`config.mk`:
```
export PLATFORM = sky130hd
export DESIGN_NAME = motor_cmd_host
export DESIGN_NICKNAME = d
export VERILOG_FILES = /design/src/rtl/motor_proto_pkg.sv /design/src/rtl/motor_status_parser.sv /design/src/rtl/motor_cmd_host.sv
export SDC_FILE = /design/constraint.sdc
export NUM_CORES = 1
export LEC_CHECK = 0
export CAP_MARGIN = 20
export CORE_MARGIN = 1.5
export CORE_UTILIZATION = 55
export CTS_CLUSTER_SIZE = 10
export DETAILED_ROUTE_END_ITERATION = 8
export PLACE_DENSITY = 0.78
export SLEW_MARGIN = 30
export SYNTH_ARGS = -nofsm -noshare
export SYNTH_HDL_FRONTEND = slang
export SYNTH_SLANG_ARGS = --single-unit
```
`constraint.sdc`:
```
create_clock -name CLOCK_25 -period 3 [get_ports CLOCK_25]
set_input_delay 0.75 -clock CLOCK_25 [delete_from_list [all_inputs] [get_ports CLOCK_25]]
set_output_delay 0.75 -clock CLOCK_25 [all_outputs]
set_load 0.01 [all_outputs]
```
`src/rtl/motor_proto_pkg.sv`:
```
// Motor-controller UART protocol constants, host FSM state type and the
// command frame encoder shared by the host initiator and its bench.
package motor_proto_pkg;

  localparam logic [3:0]  POLL_ADDR  = 4'hF;
  localparam int unsigned CMD_BYTES  = 5;
  localparam int unsigned STAT_BYTES = 4;
  localparam logic [7:0]  POLL_BYTE  = {4'h0, POLL_ADDR};

  localparam logic [1:0] TAG_PEND_LO = 2'd0;
  localparam logic [1:0] TAG_PEND_HI = 2'd1;
  localparam logic [1:0] TAG_LIM_LO  = 2'd2;
  localparam logic [1:0] TAG_LIM_HI  = 2'd3;

  typedef logic [CMD_BYTES-1:0][7:0] cmdFrame_t;

  typedef enum logic [2:0] {
    IDLE,
    CMD_SEND,
    CMD_GAP,
    POLL_SEND,
    POLL_RX,
    STAT_OUT
  } hostState_t;

  // Byte 0 goes out first; byte 4 is a fixed zero trailer.
  function automatic cmdFrame_t encodeCmd(input logic [3:0]  motor,
                                          input logic [15:0] divider,
                                          input logic [10:0] steps,
                                          input logic        dir);
    cmdFrame_t f;
    f[0] = {divider[3:0], motor};
    f[1] = divider[11:4];
    f[2] = {steps[3:0], divider[15:12]};
    f[3] = {dir, steps[10:4]};
    f[4] = 8'h00;
    return f;
  endfunction

endpackage

```
`src/rtl/motor_status_parser.sv`:
```
// Status reply parser: detects rx strobes, checks byte tags, collects the
// pending/limit fields in shadow registers and flags completion or error.
module motor_status_parser
  import motor_proto_pkg::*;
#(
  parameter logic [19:0] RESP_TIMEOUT = 20'hfffff
) (
  input  logic       CLOCK_25,
  input  logic       reset,
  input  logic       start,
  input  logic       rx_data_ready,
  input  logic [7:0] rx_data,
  output logic       done,
  output logic       err,
  output logic [9:0] pendShadow,
  output logic [9:0] limitShadow
);

  logic        rxPrev;
  logic        armed;
  logic        rxRise;
  logic        tagOk;
  logic [1:0]  idx;
  logic [19:0] timer;

  assign rxRise = rx_data_ready & ~rxPrev;
  assign tagOk  = (rx_data[7:6] == idx) && !rx_data[5];
  assign done   = armed && rxRise && tagOk && (idx == 2'(STAT_BYTES - 1));
  // A byte arriving on the last timer cycle still counts as in time.
  assign err    = armed && ((rxRise && !tagOk) || (!rxRise && timer == '0));

  always_ff @(posedge CLOCK_25) begin
    if (reset) begin
      rxPrev      <= 1'b0;
      armed       <= 1'b0;
      idx         <= '0;
      timer       <= '0;
      pendShadow  <= '0;
      limitShadow <= '0;
    end else begin
      rxPrev <= rx_data_ready;
      if (start) begin
        armed <= 1'b1;
        idx   <= '0;
        timer <= RESP_TIMEOUT;
      end else if (armed) begin
        if (timer != '0) timer <= timer - 1'b1;
        if (rxRise && tagOk) begin
          case (idx)
            TAG_PEND_LO: pendShadow[4:0]  <= rx_data[4:0];
            TAG_PEND_HI: pendShadow[9:5]  <= rx_data[4:0];
            TAG_LIM_LO:  limitShadow[4:0] <= rx_data[4:0];
            TAG_LIM_HI:  limitShadow[9:5] <= rx_data[4:0];
          endcase
          idx <= idx + 1'b1;
        end
        if (done || err) armed <= 1'b0;
      end
    end
  end

endmodule

```
`src/rtl/motor_cmd_host.sv`:
```
// Host-side initiator for the motor-controller UART protocol: sends 5-byte
// command frames and 1-byte status polls, and publishes parsed status.
module motor_cmd_host
  import motor_proto_pkg::*;
#(
  parameter logic [17:0] BYTE_GAP     = 18'h0fff,
  parameter logic [19:0] RESP_TIMEOUT = 20'hfffff,
  parameter int unsigned NUM_MOTORS   = 10
) (
  input  logic        CLOCK_25,
  input  logic        reset,
  input  logic        cmd_valid,
  output logic        cmd_ready,
  input  logic [3:0]  cmd_motor,
  input  logic [15:0] cmd_divider,
  input  logic [10:0] cmd_steps,
  input  logic        cmd_dir,
  input  logic        poll_req,
  output logic        tx_start,
  output logic [7:0]  tx_data,
  input  logic        tx_busy,
  input  logic        rx_data_ready,
  input  logic [7:0]  rx_data,
  output logic        status_valid,
  output logic [9:0]  pending,
  output logic [9:0]  limit,
  output logic        status_err,
  output logic        busy
);

  hostState_t  state, stateNext;
  cmdFrame_t   frame;
  logic [2:0]  idx;
  logic [17:0] gapCnt;
  logic        pollLatched;
  logic        cmdXfer, cmdBad, sendNow, parseStart, parseDone, parseErr;
  logic [9:0]  pendShadow, limitShadow;

  assign cmd_ready = (state == IDLE) && !reset;
  assign busy      = (state != IDLE) && !reset;
  assign cmdXfer   = cmd_valid && cmd_ready;
  assign cmdBad    = 32'(cmd_motor) >= NUM_MOTORS;

  motor_status_parser #(.RESP_TIMEOUT(RESP_TIMEOUT)) uParser (
    .CLOCK_25      (CLOCK_25),
    .reset         (reset),
    .start         (parseStart),
    .rx_data_ready (rx_data_ready),
    .rx_data       (rx_data),
    .done          (parseDone),
    .err           (parseErr),
    .pendShadow    (pendShadow),
    .limitShadow   (limitShadow)
  );

  always_comb begin
    stateNext  = state;
    sendNow    = 1'b0;
    parseStart = 1'b0;
    unique case (state)
      IDLE: begin
        if (cmdXfer)          stateNext = cmdBad ? IDLE : CMD_SEND;
        else if (pollLatched) stateNext = POLL_SEND;
      end
      CMD_SEND: begin
        if (!tx_busy) begin
          sendNow   = 1'b1;
          stateNext = CMD_GAP;
        end
      end
      CMD_GAP: begin
        if (gapCnt == '0 && !tx_busy)
          stateNext = (idx == 3'(CMD_BYTES - 1)) ? IDLE : CMD_SEND;
      end
      POLL_SEND: begin
        if (!tx_busy) begin
          sendNow    = 1'b1;
          parseStart = 1'b1;
          stateNext  = POLL_RX;
        end
      end
      POLL_RX: begin
        if (parseDone)     stateNext = STAT_OUT;
        else if (parseErr) stateNext = IDLE;
      end
      STAT_OUT: stateNext = IDLE;
      default:  stateNext = IDLE;
    endcase
  end

  always_ff @(posedge CLOCK_25) begin
    if (reset) begin
      state        <= IDLE;
      frame        <= '0;
      idx          <= '0;
      gapCnt       <= '0;
      pollLatched  <= 1'b0;
      tx_start     <= 1'b0;
      tx_data      <= '0;
      status_valid <= 1'b0;
      status_err   <= 1'b0;
      pending      <= '0;
      limit        <= '0;
    end else begin
      state        <= stateNext;
      tx_start     <= sendNow;
      status_valid <= (state == STAT_OUT);
      status_err   <= (state == IDLE && cmdXfer && cmdBad) ||
                      (state == POLL_RX && parseErr);

      // Requests arriving while a poll is already underway merge into it.
      if (state == IDLE && !cmdXfer && pollLatched)
        pollLatched <= 1'b0;
      else if (poll_req && !(state inside {POLL_SEND, POLL_RX, STAT_OUT}))
        pollLatched <= 1'b1;

      if (state == IDLE && cmdXfer) begin
        frame <= encodeCmd(cmd_motor, cmd_divider, cmd_steps, cmd_dir);
        idx   <= '0;
      end

      if (sendNow) begin
        tx_data <= (state == POLL_SEND) ? POLL_BYTE : frame[idx];
        gapCnt  <= BYTE_GAP;
      end else if (state == CMD_GAP && gapCnt != '0) begin
        gapCnt <= gapCnt - 1'b1;
      end

      if (state == CMD_GAP && stateNext == CMD_SEND) idx <= idx + 1'b1;

      if (state == STAT_OUT) begin
        pending <= pendShadow;
        limit   <= limitShadow;
      end
    end
  end

endmodule

```
==> flow_results.org <==
** Floorplan
- Boundary Pins :: 79
- The die is 108 um tall.
- In this run the standard cell core region covers 10,800 um^2.
- Initial cell density of the core :: 56.3%
- The die is 108 um wide.
- The die covers 11,700 um^2.
- Number of placement rows :: 38

** Logic synthesis
- Register area share after synthesis :: 43.5%
- By area the synthesized netlist is led by sky130_fd_sc_hd__dfxtp_1 (44%), sky130_fd_sc_hd__nand2_1 (9.1%), sky130_fd_sc_hd__mux2i_1 (4.3%).
- Synth Net Count :: 774
- Synth cell types :: 61
- After synthesis, the largest family of logic cells by area is simple AND/OR/NAND/NOR gates.
- Of all flip-flops after synthesis, the portion carrying an async set or reset was 0%.
- Measured against the total synthesized area, the mux share comes to 7.25%.
- Each instance of the synthesized netlist takes up on average 8.46 um^2.
- Counting flops and latches in the post-synthesis netlist gives 132.
- In this run, synthesis inferred 0 flip-flops with an integrated enable.
- The synthesized netlist devotes 12.8% of its cell area to compound gates.
- Adder-cell share of the synthesized area :: 2.06%
- Fraction of post-synthesis cell area in the top cell type by area :: 43.5%
- Counting every instance in the synthesized netlist gives 718.
- Simple-gate area share of the yosys netlist :: 29.9%
- For this run, the leading register cell type out of synthesis is sky130_fd_sc_hd__dfxtp_1.
- Of all cell types, the one taking the most synthesized area is sky130_fd_sc_hd__dfxtp_1.
- Among all cell types in the netlist, the one instantiated most often is sky130_fd_sc_hd__nand2_1.
- Post-synthesis share of cell area spent on xor and xnor gates :: 0.433%
- Synthesis Warnings :: 0
- Mapped Area :: 6070 um^2
- Counting instances in the post-synthesis netlist gives the leading cell types as sky130_fd_sc_hd__nand2_1 (148), sky130_fd_sc_hd__dfxtp_1 (132), sky130_fd_sc_hd__nand3_1 (45), sky130_fd_sc_hd__a21oi_1 (44), sky130_fd_sc_hd__clkbuf_1 (42).

** Detailed routing
- Drt wl/cell :: 16.0 um
- Dividing the detail-routed via count by the number of cells gives 6.00.
- In the routed design, unresolved DRC markers number 0.
- Once detail routing completed, the nets flagged for antenna violations numbered 0.
- The first TritonRoute pass finished after 5 iterations.
- Total met2 wirelength after detailed routing :: 7280 um
- Wire length on met3 :: 862 um
- The final layout contains routed wiring with a total length of 14,900 um.
- The routed layout has 5,592 vias.
- The detailed router put a total of 6510 um of wire on met1.
- Starting DRC count in detailed routing :: 403
- Highest metal layer with signal wires :: met4

** Critical path
- The worst register-to-register path has a depth of 4.
- STA classifies the critical path endpoint as an output port.
- In this run the critical register-to-register path is captured at gapCnt[1]$_SDFFE_PP0P_.
- The critical path is of the reg -> out type.
- Required time of the critical path :: 2.25 ns
- Kind of launch point of the worst setup path :: flip-flop
- The startpoint identified for the worst register-to-register timing path is gapCnt[5]$_SDFFE_PP0P_.
- Of all nets on the critical path, the largest fanout is 14.
- R2R setup slack :: 0.72 ns
- Worst EP arrival :: 2.09 ns

** Final layout
- Ratio of cells with drive above 1 in the final layout :: 9.22%
- After the last flow step, the layout net total stands at 836.
- Final standard cell area without fillers :: 7530 um^2
- Total inserted antenna cells :: 0
- Multi-input combinational cell area :: 3200 um^2
- Fill cells in the final layout number 821.
- Area used by sequential logic in the layout :: 2640 um^2
- Growth of design area from synthesis to finish :: 23.9%

** STA
- The final hold violation count is 0.
- Counting I/O delays and the setup requirement, the final critical path takes 2.84 ns.
- Relative max-transition margin :: 46.7%
- Highest clock frequency the design can meet :: 352 MHz
- Setup TNS after final layout :: 0 ns
- On the final layout, the worst hold slack is 0.452 ns.
- Setup repair after global routing left no endpoint under its margin.
- Clock skew on the completed layout was measured at 0.00654 ns.
- Slew at the pin closest to its max-slew limit :: 0.793 ns
- Setup violations remaining at the end of the flow were counted as 0.
- Final Max Tran Viols :: 0
- Period utilization :: 94.7%

** Flow run
- Number of maximum-capacitance violations :: 0

** Place
- GP Congestion :: 0.864
- Area post-placement :: 6950 um^2
- Hpwl dp :: 10,000 um
- I/O Buffers :: 78

** Clock network
- TritonCTS clock tree :: yes
- The H-tree generated during clock tree synthesis spans 4 levels.
- Clock tree synthesis inserted a total of 17 buffers.
- Clock tree synthesis selected as its root buffer the cell sky130_fd_sc_hd__clkbuf_8.
- Number of sinks handled by clock tree synthesis :: 132
- Cells resized by post-CTS repair :: 0
- Cts hold-fix bufs :: 0
- Clock insertion delay at the later pin of the skew report :: 0.53 ns
- Clock transition at the register clock pins on the worst setup and hold paths after CTS :: 0.06 ns
- In this run the post-CTS setup repair buffer count came out at 0.
- Counting along the longest clock path gives a buffer depth of 2.

** Status
- Result of the run :: finished clean

** Global routing
- The first global-routing pass estimated 24,700 um of wire.
- The number of antenna violations at the first check in global routing is 0.
- Largest net degree at the start of global routing :: 49
- Gr usage total :: 26.6%
- After global routing the overflow that remains totals 0.
- Vias in the first global route :: 5,213

** Hold path
- Hold Crit Endpoint :: frame[22]$_SDFFE_PP0P_
- Worst hold start :: frame[22]$_SDFFE_PP0P_
- Type of the most critical hold path :: reg -> reg
- The worst hold path passes through 2 cells.

** Pwr
- For this design the static power due to leakage is 2.91 nW.
- Largest vdd supply drop :: 503 uV
- Power per Cell Area :: 782 nW/um^2
[cells in the final DEF (no fill, tap or decap), types with 8 or more instances in the layout]
| cell | count |
|---|---|
| sky130_fd_sc_hd__mux2i_1 | 26 |
| sky130_fd_sc_hd__nand2_1 | 148 |
| sky130_fd_sc_hd__nand4_1 | 17 |
| sky130_fd_sc_hd__nor4_1 | 15 |
| sky130_fd_sc_hd__a21oi_1 | 44 |
| sky130_fd_sc_hd__or3_1 | 14 |
| sky130_fd_sc_hd__ha_1 | 10 |
| sky130_fd_sc_hd__nor3_1 | 18 |
| sky130_fd_sc_hd__o21ai_0 | 15 |
| sky130_fd_sc_hd__mux4_2 | 8 |
| sky130_fd_sc_hd__dfxtp_1 | 132 |
| sky130_fd_sc_hd__a31oi_1 | 20 |
| sky130_fd_sc_hd__o31ai_1 | 8 |
| sky130_fd_sc_hd__nand3_1 | 45 |
| sky130_fd_sc_hd__nor2_1 | 25 |
| sky130_fd_sc_hd__inv_1 | 15 |
| sky130_fd_sc_hd__buf_4 | 13 |
| sky130_fd_sc_hd__or4_1 | 15 |
| sky130_fd_sc_hd__clkdlybuf4s50_1 | 77 |
| sky130_fd_sc_hd__clkbuf_16 | 16 |
[stage by stage]
step | setup WS (ns) | power [W] | util, % | std cells
global placement | 0.435 | 0.00378 | 64.4 | 901
global route | 0.0849 | 0.00618 | 69.8 | 932
floorplan | 0.578 | 0.00336 | - | 718
finish | 0.160 | 0.00589 | 69.8 | 932
detailed placement | 0.252 | 0.00384 | 64.4 | 901
CTS | 0.173 | 0.00588 | 69.8 | 932
[power breakdown]
| part | total [W] | internal, W | switching [W] | leakage, nW |
|---|---|---|---|---|
| Sequential | 0.00215 | 0.00195 | 0.000193 | 1.07 |
| Clock | 0.00203 | 0.00126 | 0.000774 | 0.281 |
| Combinational | 0.00171 | 0.000633 | 0.00108 | 1.56 |
| Total | 0.00589 | 0.00385 | 0.00204 | 2.91 |
[metal layers]
| metal | vias up | GRT usage, % |
|---|---|---|
| met5 | - | 0 |
| met4 | 0 | 10.3 |
| met3 | 28 | 5.36 |
| met2 | 198 | 44.5 |
| met1 | 2634 | 33.8 |
| li1 | 2732 | - |
[cell type report]
type | count | share of cell area [%]
clock buffer | 18 | 5.55
clock inverter | 13 | 2.13
inverter | 16 | 0.798
multi-input combinational | 522 | 42.5
sequential | 132 | 35.1
tap | 140 | 2.33
timing repair buffer | 91 | 11.6
[flip-flops by register name (all words and copies together), names as in the netlist, 2 cells and up]
register,flops
frame,32
uParser.timer,20
gapCnt,18
limit,10
pending,10
uParser.limitShadow,10
uParser.pendShadow,10
tx_data,8
idx,3
state,3
uParser.idx,2
[worst max-delay path, cell delays in order, from the launching register on]
cell,delay [ns]
sky130_fd_sc_hd__dfxtp_1,0.45
sky130_fd_sc_hd__nor4_1,0.49
sky130_fd_sc_hd__clkdlybuf4s50_1,0.62
[worst max path at each step]
| stage | from | end | slack (ns) | cells past startpoint |
|---|---|---|---|---|
| finish | state[2]$_SDFF_PP0_ | cmd_ready | 0.16 | 2 |
| global route | state[2]$_SDFF_PP0_ | busy | 0.08 | 3 |
| CTS | state[2]$_SDFF_PP0_ | cmd_ready | 0.17 | 2 |
| detailed placement | tx_busy | tx_data[7]$_SDFFE_PP0P_ | 0.25 | 5 |
| global placement | reset | cmd_ready | 0.43 | 3 |
| floorplan | reset | cmd_ready | 0.58 | 4 |
[logic make-up after synthesis]
logic type	count (synthesis)
simple gates	352
flops	132
compound gates	123
buf+inv	64
mux	34
fa+ha+maj	10
xor+xnor	3
(Power assumes the default switching activity.)
